## src/rtl/uart_pkg.sv

```systemverilog
// Shared UART definitions: frame-state encoding, parity modes, and the parity helper.
// Both the transmitter and the matching receiver use this package.
package uart_pkg;

    typedef enum logic [2:0] {
        IDLE,
        START,
        DATA,
        PARITY,
        STOP
    } uart_state_e;

    localparam int unsigned PAR_NONE = 0;
    localparam int unsigned PAR_ODD  = 1;
    localparam int unsigned PAR_EVEN = 2;

    localparam int unsigned CLK_DIV_9600_100MHZ = 10416;
    localparam int unsigned MAX_DATA_BITS       = 9;

    // Parity bit for a word zero-extended to the widest legal frame; zero padding leaves parity unchanged.
    function automatic logic parity_of(input logic [MAX_DATA_BITS-1:0] word,
                                       input int unsigned              mode);
        return (mode == PAR_ODD) ? ~(^word) : ^word;
    endfunction

endpackage

```

## src/rtl/uart_baud_gen.sv

```systemverilog
// Bit-period timer: counts 0..CLK_DIV-1 while enabled and flags the last cycle of each period.
// The tick is a decode of the counter so the owning FSM can act on the same edge the period ends.
module uart_baud_gen
    import uart_pkg::*;
#(
    parameter int unsigned CLK_DIV = CLK_DIV_9600_100MHZ
) (
    input  logic clk,
    input  logic reset,
    input  logic clear,
    input  logic enable,
    output logic tick
);

    localparam int unsigned CNT_W = (CLK_DIV > 1) ? $clog2(CLK_DIV) : 1;

    logic [CNT_W-1:0] cnt;
    logic             wrap;

    assign wrap = (cnt == CNT_W'(CLK_DIV - 1));
    assign tick = enable && wrap;

    // Clear restarts the period so a new frame never inherits phase from the previous one.
    always_ff @(posedge clk) begin
        if (reset || clear) begin
            cnt <= '0;
        end else if (enable) begin
            cnt <= wrap ? '0 : cnt + CNT_W'(1);
        end
    end

endmodule

```

## src/rtl/uart_tx_frame.sv

```systemverilog
// Parametrised UART transmitter: one word per valid/ready handshake, LSB first,
// optional parity, one or two stop bits, one-cycle done pulse as the last stop bit ends.
module uart_tx_frame
    import uart_pkg::*;
#(
    parameter int unsigned CLK_DIV   = CLK_DIV_9600_100MHZ,
    parameter int unsigned DATA_BITS = 8,
    parameter int unsigned PARITY    = PAR_NONE,
    parameter int unsigned STOP_BITS = 1
) (
    input  logic                 clk,
    input  logic                 reset,
    input  logic                 tx_valid,
    input  logic [DATA_BITS-1:0] tx_data,
    output logic                 tx_ready,
    output logic                 TxD,
    output logic                 tx_busy,
    output logic                 tx_done
);

    localparam int unsigned BIT_W = 4;

    if (CLK_DIV < 2) begin : g_bad_clk_div
        $error("uart_tx_frame: CLK_DIV must be >= 2");
    end
    if ((DATA_BITS < 5) || (DATA_BITS > MAX_DATA_BITS)) begin : g_bad_data_bits
        $error("uart_tx_frame: DATA_BITS must be 5..9");
    end
    if (PARITY > PAR_EVEN) begin : g_bad_parity
        $error("uart_tx_frame: PARITY must be 0 (none), 1 (odd) or 2 (even)");
    end
    if ((STOP_BITS != 1) && (STOP_BITS != 2)) begin : g_bad_stop_bits
        $error("uart_tx_frame: STOP_BITS must be 1 or 2");
    end

    uart_state_e          state;
    uart_state_e          state_nxt;
    logic [DATA_BITS-1:0] shift;
    logic [DATA_BITS-1:0] shift_nxt;
    logic [BIT_W-1:0]     bit_cnt;
    logic [BIT_W-1:0]     bit_cnt_nxt;
    logic                 par_bit;
    logic                 par_bit_nxt;
    logic                 txd_nxt;
    logic                 done_nxt;
    logic                 accept;
    logic                 tick;
    logic                 last_data;
    logic                 last_stop;

    assign tx_ready  = (state == IDLE);
    assign tx_busy   = (state != IDLE);
    assign accept    = tx_valid && tx_ready;
    assign last_data = (bit_cnt == BIT_W'(DATA_BITS - 1));
    assign last_stop = (bit_cnt == BIT_W'(STOP_BITS - 1));

    uart_baud_gen #(
        .CLK_DIV (CLK_DIV)
    ) u_baud_gen (
        .clk    (clk),
        .reset  (reset),
        .clear  (accept),
        .enable (tx_busy),
        .tick   (tick)
    );

    always_ff @(posedge clk) begin
        if (reset) begin
            state <= IDLE;
        end else begin
            state <= state_nxt;
        end
    end

    always_comb begin
        state_nxt = state;
        case (state)
            IDLE: begin
                if (tx_valid) begin
                    state_nxt = START;
                end
            end
            START: begin
                if (tick) begin
                    state_nxt = DATA;
                end
            end
            DATA: begin
                if (tick && last_data) begin
                    state_nxt = (PARITY != PAR_NONE) ? uart_pkg::PARITY : STOP;
                end
            end
            uart_pkg::PARITY: begin
                if (tick) begin
                    state_nxt = STOP;
                end
            end
            STOP: begin
                if (tick && last_stop) begin
                    state_nxt = IDLE;
                end
            end
            default: state_nxt = IDLE;
        endcase
    end

    // Word capture and per-bit bookkeeping; bit_cnt counts data bits, then stop bits.
    always_comb begin
        shift_nxt   = shift;
        bit_cnt_nxt = bit_cnt;
        par_bit_nxt = par_bit;
        if (accept) begin
            shift_nxt   = tx_data;
            bit_cnt_nxt = '0;
            par_bit_nxt = parity_of(MAX_DATA_BITS'(tx_data), PARITY);
        end else if (tick) begin
            case (state)
                DATA: begin
                    shift_nxt   = shift >> 1;
                    bit_cnt_nxt = last_data ? '0 : bit_cnt + BIT_W'(1);
                end
                STOP: begin
                    bit_cnt_nxt = last_stop ? '0 : bit_cnt + BIT_W'(1);
                end
                default: begin
                    bit_cnt_nxt = bit_cnt;
                end
            endcase
        end
    end

    // Line level for the upcoming cycle, so TxD changes on the same edge as the state.
    always_comb begin
        txd_nxt  = 1'b1;
        done_nxt = 1'b0;
        case (state_nxt)
            START:            txd_nxt = 1'b0;
            DATA:             txd_nxt = shift_nxt[0];
            uart_pkg::PARITY: txd_nxt = par_bit_nxt;
            default:          txd_nxt = 1'b1;
        endcase
        if ((state == STOP) && (state_nxt == IDLE)) begin
            done_nxt = 1'b1;
        end
    end

    always_ff @(posedge clk) begin
        if (reset) begin
            shift   <= '0;
            bit_cnt <= '0;
            par_bit <= 1'b0;
            TxD     <= 1'b1;
            tx_done <= 1'b0;
        end else begin
            shift   <= shift_nxt;
            bit_cnt <= bit_cnt_nxt;
            par_bit <= par_bit_nxt;
            TxD     <= txd_nxt;
            tx_done <= done_nxt;
        end
    end

endmodule

```

## config.mk

```make
export PLATFORM = sky130hd
export DESIGN_NAME = uart_tx_frame
export DESIGN_NICKNAME = d
export VERILOG_FILES = /design/src/rtl/uart_pkg.sv /design/src/rtl/uart_baud_gen.sv /design/src/rtl/uart_tx_frame.sv
export SDC_FILE = /design/constraint.sdc
export NUM_CORES = 1
export LEC_CHECK = 0
export BUFFER_PORTS_ARGS = -buffer_cell sky130_fd_sc_hd__buf_2
export CAP_MARGIN = 10
export CORE_MARGIN = 2
export CORE_UTILIZATION = 60
export CTS_BUF_LIST = sky130_fd_sc_hd__clkbuf_8
export DETAILED_ROUTE_END_ITERATION = 16
export PLACE_DENSITY = 0.89
export SETUP_SLACK_MARGIN = 0.5
export SYNTH_ARGS = -nofsm -noshare
export SYNTH_HDL_FRONTEND = slang
export SYNTH_SLANG_ARGS = --single-unit
```

## constraint.sdc

```tcl
create_clock -name clk -period 4.62 [get_ports clk]
set_clock_uncertainty 0.05 [all_clocks]
set_input_delay 0.462 -clock clk [delete_from_list [all_inputs] [get_ports clk]]
set_output_delay 0.462 -clock clk [all_outputs]
set_load 0.02 [all_outputs]
```

---- After elaboration in Yosys (flattened, before gate mapping) ----
Index checks and enable logic that the tools add are counted.
word-level totals
  register bits after elaboration ......... 32
  latch bits .............................. 0
  bits in writable memories ............... 0
  memory bits (read-only) ................. 0
  input port bits ......................... 11
  output and inout bits ................... 4
  word-level logic and storage cells ...... 52
  memories ................................ 0
operators by class
  add/sub/neg operators ................... 2
  multipliers ............................. 0
  divide/modulo/power cells ............... 0
  $lt $le $gt $ge ......................... 0
  equality and inequality tests ........... 9
  shifts and indexed selects .............. 0
  muxes and demuxes ....................... 16
  bitwise operators ....................... 0
  reduce and logical (&&, ||, !) cells .... 17
operator list
  kind                   count
  $mux 8                 3
  $mux 3                 5
  $pmux 3 s5             1
  $add 14x1->14 const B  1
  $eq 14x14->1 const B   1
  $mux 14                1
  $eq 3x2->1 const B     4
  $reduce_xor 9->1       1
  $mux 4                 2
  $pmux 4 s2             1
  $eq 3x1->1 const B     2
  $logic_not 3->1        2
  $reduce_bool 2->1      3
  $logic_and 1x1->1      5
  $add 4x1->4 const B    1
  $eq 4x3->1 const B     1
  $logic_not 4->1        1
  $reduce_and 2->1       2
  $eq 3x3->1 const B     1
  $pmux 1 s3             1
  $reduce_bool 3->1      1
  $mux 1                 2
  $reduce_or 2->1        1
  $logic_or 1x1->1       1

---- Depth between registers and ports, before layout ----
Gate-level depths: netlist of run 1.
  depth in word-level cells ............... 8
  depth in mapped cells ................... 8
  mapped depth without buffers ............ 7

---- Cells and area by module ----
A second synthesis of run 1 with hierarchy kept.
second synthesis, totals
  cell total of the unflattened synthesis .. 185
  area, all modules ....................... 1686.6 sq um
modules (own cells, without submodules)
  module         instances  cells each  area each (sq um)  seq. area each (sq um)
  uart_tx_frame  1          110         987.2              360.3
  uart_baud_gen  1          75          699.4              280.3

---- Worst setup path after synthesis of run 1 ----
OpenSTA, ideal clock, no wires.
  path type ............................... register -> register
  start point ............................. register u_baud_gen.cnt[0]
  end point ............................... register bit_cnt[3]
  setup time .............................. 0.070 ns
  arrival time ............................ 1.994 ns
  data required time ...................... 4.500 ns
  path slack .............................. 2.507 ns
  cell stages (with the launch flop) ...... 8
  cell sequence ........................... dfxtp_1 ha_1 and3_1 nand4_4 or3_1 clkbuf_2 or4_1 a21oi_1
between the ends
  longest elaborated chain between the ends .. 3
ends and longest elaborated chain
  item                        RTL line              text
  start: declaration          uart_baud_gen.sv:17   logic [CNT_W-1:0] cnt;
  start signal: assignment    uart_baud_gen.sv:28   cnt <= wrap ? '0 : cnt + CNT_W'(1);
  $eq 14x14->1                uart_baud_gen.sv:20   assign wrap = (cnt == CNT_W'(CLK_DIV - 1));
  $logic_and 1x1->1           uart_baud_gen.sv:21   assign tick = enable && wrap;
  $reduce_and 2->1 (no line)  n/a
  end signal: assignment      uart_tx_frame.sv:156  bit_cnt <= bit_cnt_nxt;
  end: declaration            uart_tx_frame.sv:40   logic [BIT_W-1:0] bit_cnt;
No other way between the ends.
A chain may end at the register's enable or synchronous reset.

---- Final worst setup path of run 1 ----
  start point ............................. register state[0]
  end point ............................... register u_baud_gen.cnt[3]
between the ends
  longest elaborated chain between the ends .. 3
  elaborated cells between the ends (all ways) .. 4
  classes of those cells .................. 4 x reduce/logical
ends and longest elaborated chain
  item                      RTL line             text
  start: declaration        uart_tx_frame.sv:36  uart_state_e state;
  start signal: assignment  uart_tx_frame.sv:71  state <= state_nxt;
  $logic_not 3->1           uart_tx_frame.sv:51  assign tx_ready = (state == IDLE);
  $logic_and 1x1->1         uart_tx_frame.sv:53  assign accept = tx_valid && tx_ready;
  $logic_or 1x1->1          uart_baud_gen.sv:25  if (reset || clear) begin
Several ways; a longest one is shown, not always the timed one.

==> results of run 1 <==
==> metrics by stage <==
stage	utilization	worst slack [ns]
finish	0.710	2.08
global route	0.710	1.83
CTS	0.710	2.08
detailed placement	0.667	2.10
global placement	0.667	2.30
floorplan	-	2.51
==> tightest hold or removal path: cells and delay by family <==
kind                   cells  cell delay (ns)
AND/OR/NAND/NOR            1             0.09
AO/OA/AOI/OAI              1             0.05
buffers and inverters      1             0.11
==> kinds of logic after synthesis <==
kind of cell / Yosys count / share of synthesized area
simple gates: 81 / 0.271
flops: 32 / 0.408
compound gates: 24 / 0.107
xor+xnor: 21 / 0.117
buf+inv: 11 / 0.0287
mux: 7 / 0.0446
fa+ha+maj: 3 / 0.0239
==> sequential cells by signal, indices dropped and copies added, names as in the netlist <==
| signal | cells |
|---|---|
| shift | 8 |
| TxD | 1 |
| u_baud_gen.cnt | 14 |
| tx_done | 1 |
| state | 3 |
| bit_cnt | 4 |
| par_bit | 1 |
==> final cells by class <==
type,instances,share of cell area
Inverter,5,0.0107
Sequential cell,32,0.364
Tap cell,30,0.0213
Clock buffer,5,0.0391
Clock inverter,3,0.0220
Multi-Input combinational cell,136,0.503
Timing Repair Buffer,14,0.0398
==> worst paths after layout <==
check,from,to,cells after the start
worst max register to register,state[0],u_baud_gen.cnt[3],6
worst max-delay path,state[0],u_baud_gen.cnt[3],6
worst min-delay path,tx_data[6],shift[6],3
worst min register to register,u_baud_gen.cnt[1],u_baud_gen.cnt[1],2
==> synth_stat cells (all sizes together), types with 2 or more instances <==
master / number / area, um^2
dfxtp: 32 / 641
xor2: 7 / 61.3
o21ai: 3 / 15.0
nor3: 3 / 15.0
buf: 2 / 10.0
nor3b: 2 / 15.0
mux2i: 7 / 70.1
or4: 2 / 15.0
and3: 4 / 25.0
a21oi: 6 / 30.0
inv: 5 / 18.8
or3b: 2 / 17.5
nor2b: 3 / 18.8
and4bb: 2 / 25.0
nand4: 5 / 46.3
nand3: 3 / 15.0
xnor2: 14 / 123
nand2: 12 / 45.0
nor2: 34 / 128
a31oi: 2 / 12.5
clkbuf: 4 / 16.3
a211oi: 6 / 45.0
or3: 5 / 31.3
o221a: 2 / 22.5
ha: 3 / 37.5
==> routing by layer <==
metal  track usage  up-vias
li1              -      649
met1         0.243      628
met2         0.425       36
met3        0.0726        9
met4         0.122        0
met5             0        -
==> power by group <==
part	switching, mW	leakage [nW]	internal [mW]
combinational	0.0318	0.361	0.0232
clock	0.100	0.0593	0.158
sequential	0.00561	0.260	0.285
total	0.138	0.681	0.466
==> cells in the final DEF, fill, tap and decap left out, drive strengths merged, types with 6 or more instances in the layout <==
master,count
buf,14
nor2,34
dfxtp,32
a21oi,6
a211oi,6
xnor2,14
nand2,12
mux2i,7
inv,6
xor2,7
==> flow_metrics.py, run 1 <==
metrics = {
    "clock_network": {
        "numCtsBuffers": 5,
        "clkSlewWorstSetupHoldPaths_ns": 0.06,
        "cts_post_setup_buffers_inserted": 0,
        "clkSinkCount": 32,
        "hold_buffers": 0,
        "cts_max_level": 2,
        "cts-root-buf": "clkbuf_8",
        "cts_tree": "built",
        "insertion_delay_ns": 0.28,
        "clock_path_buffers": 2,
        "cts_resized": 0,
    },
    "route": {
        "routedWlPerCell_um": 13.9,
        "vias": 1322,
        "routed-wl-met2_um": 1560,
        "drc": 0,
        "ant_nets": 0,
        "drt_first_pass_iters": 4,
        "wirelength_um": 3130,
        "top_layer": "met4",
        "wl_met1_um": 1330,
        "drtIter0Drc": 35,
        "vias_per_cell": 5.88,
        "wl_met3_um": 155,
    },
    "critical_path": {
        "critPathMaxFanout": 15,
        "critPathKind": "reg -> reg",
        "crit_required_ns": 4.70,
        "critPathTopFamily": "simple AND/OR/NAND/NOR gates",
        "path_buf_inv": 1,
        "r2r_slack_ns": 2.08,
        "cp.arrival_ns": 2.61,
        "crit_slowest_cell": "or3_1",
        "crit_path_end_kind": "flip-flop",
        "crit_path_start_kind": "flip-flop",
        "path_cells": "or3_1, inv_1, nand2_1, nand2b_1, o21bai_1, nor2_1",
        "slowest_delay_ns": 0.54,
    },
    "global_route": {
        "grt_overflow": 0,
        "grt_pass1_wl_um": 4910,
        "grt_max_degree": 16,
        "grt_pass1_vias": 1168,
        "antenna_found_initial": 0,
        "track_usage": 0.235,
    },
    "floorplanning": {
        "die_w_um": 55.2,
        "ios": 15,
        "start_util": 0.634,
        "die_area_um2": 3040,
        "floorplan.die.height_um": 55.2,
        "num_rows": 18,
        "coreArea_um2": 2480,
    },
    "sta": {
        "worst_pin_slew_ns": 0.997,
        "fmax_mhz": 394,
        "slew_headroom": 0.334,
        "slew_violations": 0,
        "rsz0062_at_grt": "false",
        "hold_violations": 0,
        "layout_min_cycle_time_ns": 2.54,
        "hold_slack_ns": 0.425,
        "layout_worst_path_cycle_share": 0.549,
        "finalSetupViolCount": 0,
        "tns_ns": 0,
    },
    "finish": {
        "multi_input_area_um2": 885,
        "final_area_um2": 1760,
        "layout.cells.non_filler": 225,
        "area_delta_synth_final_pct": 12.0,
        "layout.nets": 208,
        "num_antenna_cells": 0,
        "fillers": 186,
        "drive_gt1_frac": 0.144,
        "seqCellArea_um2": 641,
    },
    "yosys": {
        "synth_fp_nets": 193,
        "synth_flop_cell": "dfxtp_1",
        "synth_edf_count": 0,
        "synth_area_um2": 1570,
        "async_flop_share": 0,
        "synth.distinct_cells": 37,
        "synthCells": 179,
        "synth_area_per_cell_um2": 8.77,
        "yosysSeqAreaShare": 0.408,
        "synth_seq_cells": 32,
        "yosys_warnings": 0,
    },
    "power_and_ir_drop": {
        "leakage_nw": 0.681,
        "report.power.total_mw": 0.604,
        "ir_drop_mv": 0.326,
        "power_density_nw_per_um2": 343,
    },
    "run_status": {
        "status": "finished, final reports clean",
    },
    "place": {
        "io_buffers": 14,
        "placed_cell_area_um2": 1650,
        "place_hpwl_um": 2240,
        "dp.cells": 217,
        "place_congestion": 0.832,
    },
    "flow_run": {
        "drv_cap": 0,
    },
    "worst_hold_path": {
        "hold_path.class": "in -> reg",
    },
}
(Power assumes the default switching activity.)
==> run 2: changes to the inputs <==
--- a/config.mk
+++ b/config.mk
@@ -5,13 +5,14 @@
 export SDC_FILE = /design/constraint.sdc
 export NUM_CORES = 1
 export LEC_CHECK = 0
+export ABC_AREA = 1
 export BUFFER_PORTS_ARGS = -buffer_cell sky130_fd_sc_hd__buf_2
 export CAP_MARGIN = 10
 export CORE_MARGIN = 2
 export CORE_UTILIZATION = 60
 export CTS_BUF_LIST = sky130_fd_sc_hd__clkbuf_8
 export DETAILED_ROUTE_END_ITERATION = 16
-export PLACE_DENSITY = 0.89
+export PLACE_DENSITY = 0.88
 export SETUP_SLACK_MARGIN = 0.5
 export SYNTH_ARGS = -nofsm -noshare
 export SYNTH_HDL_FRONTEND = slang
==> constraint.sdc (replaced) <==
create_clock -name clk -period 2.4 [get_ports clk]
set_clock_uncertainty 0.05 [all_clocks]
set_input_delay 0.24 -clock clk [delete_from_list [all_inputs] [get_ports clk]]
set_output_delay 0.24 -clock clk [all_outputs]
set_load 0.02 [all_outputs]
==> run 2 against run 1 <==
  * Clock power up 68%
  * Die area up 22%
  * Setup slack worse by 1.4 ns
  * Core utilization down 1.6 points
  * Global-route usage up 0.70 points
  * Fmax up 51%
  * Critical path depth up 2
  * Wire length up 26%
==> flow_metrics.py, run 2 <==
metrics = {
    "run_status": {
        "status": "finished, final reports clean",
    },
    "yosys": {
        "synth_area_per_cell_um2": 6.50,
        "yosys_warnings": 0,
        "yosysSeqAreaShare": 0.329,
        "synth_edf_count": 0,
        "synth_most_common_cell": "nand2_1",
        "synth_top_area_cell": "dfxtp_1",
        "synth_flop_cell": "dfxtp_1",
        "synth.distinct_cells": 31,
        "ys_top_cells_by_area": "dfxtp_1 (33%), nand2_1 (15%), inv_1 (8.7%), nor2_1 (6.9%), nand3_1 (4.9%)",
        "synth_area_um2": 1940,
        "synthTopCellsByCount": "nand2_1 (77), inv_1 (45), nor2_1 (36), dfxtp_1 (32), nand3_1 (19)",
        "synth_seq_cells": 32,
        "async_flop_share": 0,
        "synth_top_cell_area_share": 0.329,
        "synth_fp_nets": 313,
        "synthCells": 299,
    },
    "sta": {
        "layout_worst_path_cycle_share": 0.702,
        "slew_headroom": 0.731,
        "worst_pin_slew_ns": 0.401,
        "tns_ns": 0,
        "layout_min_cycle_time_ns": 1.68,
        "rsz0062_at_grt": "false",
        "hold_violations": 0,
        "slew_violations": 0,
        "fmax_mhz": 594,
        "finalSetupViolCount": 0,
    },
    "route": {
        "routedWlPerCell_um": 10.9,
        "ant_nets": 0,
        "vias_per_cell": 4.99,
        "drtIter0Drc": 72,
        "drt_first_pass_iters": 4,
        "vias": 1800,
        "wirelength_um": 3930,
        "drc": 0,
    },
    "global_route": {
        "track_usage": 0.242,
        "grt_max_degree": 13,
        "grt_pass1_vias": 1602,
        "antenna_found_initial": 0,
        "grt_overflow": 0,
        "grt_pass1_wl_um": 6730,
    },
    "power_and_ir_drop": {
        "leakage_nw": 0.989,
        "clkPwrFrac": 0.383,
        "p_int_mw": 0.828,
        "pwr-share-seq": 0.489,
        "p_sw_mw": 0.307,
        "switching_share": 0.270,
        "power_density_nw_per_um2": 531,
        "combPwrFrac": 0.128,
        "ir_drop_mv": 0.341,
    },
    "critical_path": {
        "crit_path_end_kind": "flip-flop",
        "slowest_delay_ns": 0.39,
        "ff2ff_path_depth": 8,
        "cp.arrival_ns": 1.80,
        "critPathMaxFanout": 12,
        "crit_slowest_cell": "dfxtp_1",
        "crit_path_start_kind": "flip-flop",
        "crit_top_cell": "nand2_4",
        "rr_endpoint": "TxD",
        "path_cells": "inv_1, nand2_4, inv_6, nand2_4, inv_2, or2_2, nand3_1, nand4_1",
        "r2r_slack_ns": 0.72,
        "worstReg2RegStart": "state[2]",
        "crit_required_ns": 2.52,
        "critPathKind": "reg -> reg",
    },
    "floorplanning": {
        "start_util": 0.632,
        "ios": 15,
        "floorplan.die.height_um": 60.9,
        "die_area_um2": 3710,
        "num_rows": 20,
        "coreArea_um2": 3080,
        "die_w_um": 60.9,
    },
    "finish": {
        "drive_gt1_frac": 0.148,
        "num_antenna_cells": 0,
        "reg_top3": "u_baud_gen.cnt (14), shift (8), bit_cnt (4)",
        "area_delta_synth_final_pct": 9.91,
        "layout.cells.non_filler": 361,
        "final_cell_mix": "nand2_1 (77), inv_1 (45), nor2_1 (35), dfxtp_1 (32), nand3_1 (19)",
        "largest_reg_flops": 14,
        "layout.nets": 330,
        "largest_register": "u_baud_gen.cnt",
        "layout_commonest_cell": "nand2_1",
    },
    "worst_hold_path": {
        "worstHoldEndpoint": "shift[1]",
        "hold_path.class": "in -> reg",
        "hp-start": "reset",
        "hold_path_depth": 2,
    },
    "clock_network": {
        "clkSinkCount": 32,
        "cts-root-buf": "clkbuf_8",
        "numCtsBuffers": 5,
        "cts_tree": "built",
        "insertion_delay_ns": 0.29,
        "clock_path_buffers": 2,
        "cts_max_level": 2,
        "clkSlewWorstSetupHoldPaths_ns": 0.07,
    },
    "place": {
        "place_hpwl_um": 3050,
        "dp.cells": 353,
        "io_buffers": 14,
        "place_congestion": 0.896,
    },
    "flow_run": {
        "drv_cap": 0,
    },
}
## run 2: cell types whose count changed after synthesis, moves of 6 or more
| cell | before | now |
|---|---|---|
| nand2_1 | 12 | 77 |
| inv_1 | 5 | 45 |
| nand3_1 | 3 | 19 |
| a21oi_1 | 6 | 18 |
| xnor2_1 | 14 | 3 |
| mux2i_1 | 7 | 0 |
| a211oi_1 | 6 | 0 |
| nand2_4 | 0 | 6 |
## run 2: per-layer routing
metal  vias up  track usage  routed length (um)
met2        32        0.376                1810
li1        971            -                   -
met1       789        0.323                1900
met4         0       0.0839                  55
met5         -            0                   0
met3         8       0.0704                 158
## run 2: cell type report
| class | instances | area [um^2] |
|---|---|---|
| sequential | 32 | 641 |
| fill | 292 | 941 |
| clock inverter | 2 | 10.0 |
| clock buffer | 6 | 82.6 |
| tap | 44 | 55.1 |
| timing repair buffer | 14 | 70.1 |
| inverter | 52 | 201 |
| multi-input combinational | 211 | 1080 |
## run 2: logic make-up (layout without fill, tap and decap cells)
logic type,count (synthesis),count (layout),share of synthesized area
AND/OR/NAND/NOR,163,163,0.385
XOR/XNOR,10,10,0.0450
buffers and inverters,56,74,0.120
flip-flops,32,32,0.329
adder cells (fa/ha/maj),3,3,0.0193
AO/OA/AOI/OAI,35,35,0.100
## run 2: metrics by stage
stage | worst slack (ns) | utilization | total power [mW] | area [um^2] | hold slack [ns]
final | 0.716 | 0.694 | 1.13 | 2140 | 0.183
after global routing | 0.517 | 0.694 | 1.18 | 2140 | 0.205
after CTS | 0.688 | 0.692 | 1.14 | 2130 | 0.172
after detailed placement | 0.708 | 0.662 | 0.713 | 2040 | 0.414
after global placement | 0.789 | 0.662 | 0.708 | 2040 | 0.413
after floorplan | 0.885 | - | 0.680 | 1940 | 0.338
## run 2: power by group through the flow
stage,Combinational [mW],Sequential [mW],Clock [mW]
6_report,0.146,0.555,0.434
5_1_grt,0.166,0.557,0.455
4_1_cts,0.146,0.555,0.442
3_5_place_dp,0.146,0.567,0
3_3_place_gp,0.142,0.567,0
2_1_floorplan,0.113,0.567,0
## run 2: worst max path at each step
stage                                  from    endpoint  slack (ns)  depth (start not counted)
final                              state[2]         TxD        0.72                          8
after global routing      u_baud_gen.cnt[0]  bit_cnt[1]        0.52                         10
after CTS                 u_baud_gen.cnt[0]  bit_cnt[1]        0.69                         10
after detailed placement  u_baud_gen.cnt[0]  bit_cnt[1]        0.71                         10
after global placement    u_baud_gen.cnt[0]  bit_cnt[1]        0.79                         10
after floorplan                    state[0]    shift[5]        0.88                         11
## run 2: critical path, delay by kind of cell (launching register included)
family,cells,cell delay [ns]
buffers and inverters,3,0.31
AND/OR/NAND/NOR,5,0.81
flip-flops,1,0.39
## run 2: timing repair
action                     CTS  global route
setup buffers                0             0
hold buffers                 0             0
gates resized for setup      0             2
setup endpoints to repair    0             3
==> run 3: changes to the inputs <==
--- a/config.mk
+++ b/config.mk
@@ -5,14 +5,14 @@
 export SDC_FILE = /design/constraint.sdc
 export NUM_CORES = 1
 export LEC_CHECK = 0
-export ABC_AREA = 1
+export ABC_AREA = 0
 export BUFFER_PORTS_ARGS = -buffer_cell sky130_fd_sc_hd__buf_2
 export CAP_MARGIN = 10
 export CORE_MARGIN = 2
 export CORE_UTILIZATION = 60
 export CTS_BUF_LIST = sky130_fd_sc_hd__clkbuf_8
 export DETAILED_ROUTE_END_ITERATION = 16
-export PLACE_DENSITY = 0.88
+export PLACE_DENSITY = 0.89
 export SETUP_SLACK_MARGIN = 0.5
 export SYNTH_ARGS = -nofsm -noshare
 export SYNTH_HDL_FRONTEND = slang
==> constraint.sdc (replaced) <==
create_clock -name clk -period 1.7 [get_ports clk]
set_clock_uncertainty 0.05 [all_clocks]
set_input_delay 0.17 -clock clk [delete_from_list [all_inputs] [get_ports clk]]
set_output_delay 0.17 -clock clk [all_outputs]
set_load 0.02 [all_outputs]
==> run 3 against run 2 <==
  * The run now ends with setup timing left
  * Sequential power increased by 43%
  * Count of clock-buffer cells in the layout unchanged
  * Cell area increased by 12%
  * Critical path type unchanged
  * Critical endpoint unchanged
  * Largest power group unchanged
==> flow_metrics.py, run 3 (synthesized netlist as in run 1, its figures left out) <==
metrics = {
    "place": {
        "place_hpwl_um": 2520,
        "place_congestion": 0.853,
        "dp.cells": 243,
        "io_buffers": 14,
        "place_ws_ns": -0.235,
    },
    "clock_network": {
        "cts-root-buf": "clkbuf_8",
        "clock_path_buffers": 2,
        "clkSinkCount": 32,
        "numCtsBuffers": 5,
        "cts_max_level": 2,
        "insertion_delay_ns": 0.30,
        "clkSlewWorstSetupHoldPaths_ns": 0.08,
        "cts_tree": "built",
    },
    "critical_path": {
        "crit_path_start_kind": "flip-flop",
        "crit_end": "TxD",
        "critPathMaxFanout": 5,
        "crit_path_end_kind": "flip-flop",
        "cp.arrival_ns": 2.13,
        "worstReg2RegStart": "u_baud_gen.cnt[0]",
        "r2r_slack_ns": -0.31,
        "rr_endpoint": "TxD",
        "crit_required_ns": 1.82,
        "ff2ff_path_depth": 9,
        "cp-startpoint": "u_baud_gen.cnt[0]",
        "critPathKind": "reg -> reg",
    },
    "sta": {
        "worst_pin_slew_ns": 0.399,
        "fmax_mhz": 498,
        "hold_violations": 0,
        "slew_headroom": 0.726,
        "finalSetupViolCount": 30,
        "layout_worst_path_cycle_share": 1.18,
        "setup_ws_ns": -0.307,
        "layout_min_cycle_time_ns": 2.01,
        "tns_ns": -5.66,
        "rsz0062_at_grt": "true",
        "slew_violations": 0,
    },
    "global_route": {
        "grt_overflow": 0,
        "grt_max_degree": 15,
        "grt_pass1_wl_um": 8270,
        "antenna_found_initial": 0,
        "grt_pass1_vias": 1629,
        "track_usage": 0.406,
    },
    "finish": {
        "layout_commonest_cell": "buf_4",
        "largest_register": "u_baud_gen.cnt",
        "layout.nets": 253,
        "largest_reg_flops": 14,
        "reg_top3": "u_baud_gen.cnt (14), shift (8), bit_cnt (4)",
        "layout.cells.non_filler": 270,
        "final_cell_mix": "buf_4 (34), nor2_1 (29), dfxtp_1 (26), xnor2_1 (14), buf_2 (12)",
        "drive_gt1_frac": 0.458,
        "area_delta_synth_final_pct": 52.0,
        "num_antenna_cells": 0,
    },
    "route": {
        "drtIter0Drc": 154,
        "routedWlPerCell_um": 25.7,
        "ant_nets": 0,
        "vias_per_cell": 6.93,
        "drt_first_pass_iters": 5,
        "vias": 1870,
        "drc": 0,
        "wirelength_um": 6940,
    },
    "floorplanning": {
        "num_rows": 18,
        "start_util": 0.634,
        "die_area_um2": 3040,
        "floorplan.die.height_um": 55.2,
        "coreArea_um2": 2480,
        "ios": 15,
        "die_w_um": 55.2,
    },
    "run_status": {
        "violations": "setup timing",
        "status": "finished with violations",
    },
    "power_and_ir_drop": {
        "power_density_nw_per_um2": 721,
        "leakage_nw": 0.959,
        "ir_drop_mv": 1.10,
    },
    "worst_hold_path": {
        "hold_path_depth": 3,
        "hold_path.class": "in -> reg",
    },
    "flow_run": {
        "drv_cap": 0,
    },
}
[run 3: changes by cell type in the layout (fill, tap and decap cells not counted), sizes merged, moves of 4 or more]
cell and change:
nand3 -17, inv -44, and3 +4, nand2 -71, buf +44, a21oi -12
or3 +5, mux2i +7, xnor2 +11, o21ai -6, a211oi +6, nor2 -6
nor3 -7
[run 3: final cells by class]
class                   count  area (um^2)
inverters                   5         26.3
flip-flops and latches     32          653
clock buffers               6         82.6
clock inverters             2         7.51
repair buffers             59          484
multi-input cells         136         1090
well taps                  30         37.5
fillers                    51         91.3
[run 3: through the flow]
| stage | cell area, um^2 | power [mW] | utilization | hold slack, ns |
|---|---|---|---|---|
| floorplan | 1650 | 0.935 | - | 0.196 |
| global placement | 1920 | 0.986 | 0.774 | 0.430 |
| detailed placement | 1920 | 0.994 | 0.774 | 0.438 |
| CTS | 2240 | 1.62 | 0.903 | 0.142 |
| global route | 2390 | 1.75 | 0.963 | 0.196 |
| finish | 2390 | 1.72 | 0.963 | 0.196 |
[run 3: worst max-delay path, cell delays in order, from the launching register on]
cell and delay, ns:
dfxtp_2 0.37, ha_4 0.14, and3_4 0.20, nand4_4 0.14, buf_4 0.18, buf_6 0.11, buf_6 0.13, a21bo_4 0.23
nor3b_2 0.21, a32oi_1 0.13
[run 3: how the worst min path moves through the flow]
| stage | startpoint | slack [ns] | end |
|---|---|---|---|
| floorplan | reset | 0.20 | state[0] |
| global placement | tx_data[0] | 0.43 | shift[0] |
| detailed placement | tx_data[0] | 0.44 | shift[0] |
| CTS | tx_data[6] | 0.14 | shift[6] |
| global route | tx_data[3] | 0.20 | shift[3] |
| finish | tx_data[6] | 0.20 | shift[6] |
[run 3: per-layer routing]
| layer | vias up | wire length, um | global-route usage |
|---|---|---|---|
| li1 | 743 | - | - |
| met1 | 847 | 2340 | 0.446 |
| met2 | 210 | 3040 | 0.692 |
| met3 | 70 | 940 | 0.121 |
| met4 | 0 | 624 | 0.232 |
| met5 | - | 0 | 0 |
[run 3: timing repair]
| action | CTS | global route |
|---|---|---|
| setup endpoints to repair | 34 | 34 |
| pin swaps | 16 | 8 |
| setup buffers | 8 | 10 |
| hold buffers | 0 | 0 |
| gates resized for setup | 37 | 20 |
| endpoints found under the hold margin | 0 | 0 |
| gates cloned | 1 | 0 |
[run 3: where the power goes]
group	internal [mW]	switching, mW
Sequential	0.773	0.0199
Clock	0.319	0.317
Combinational	0.134	0.158
Total	1.23	0.494
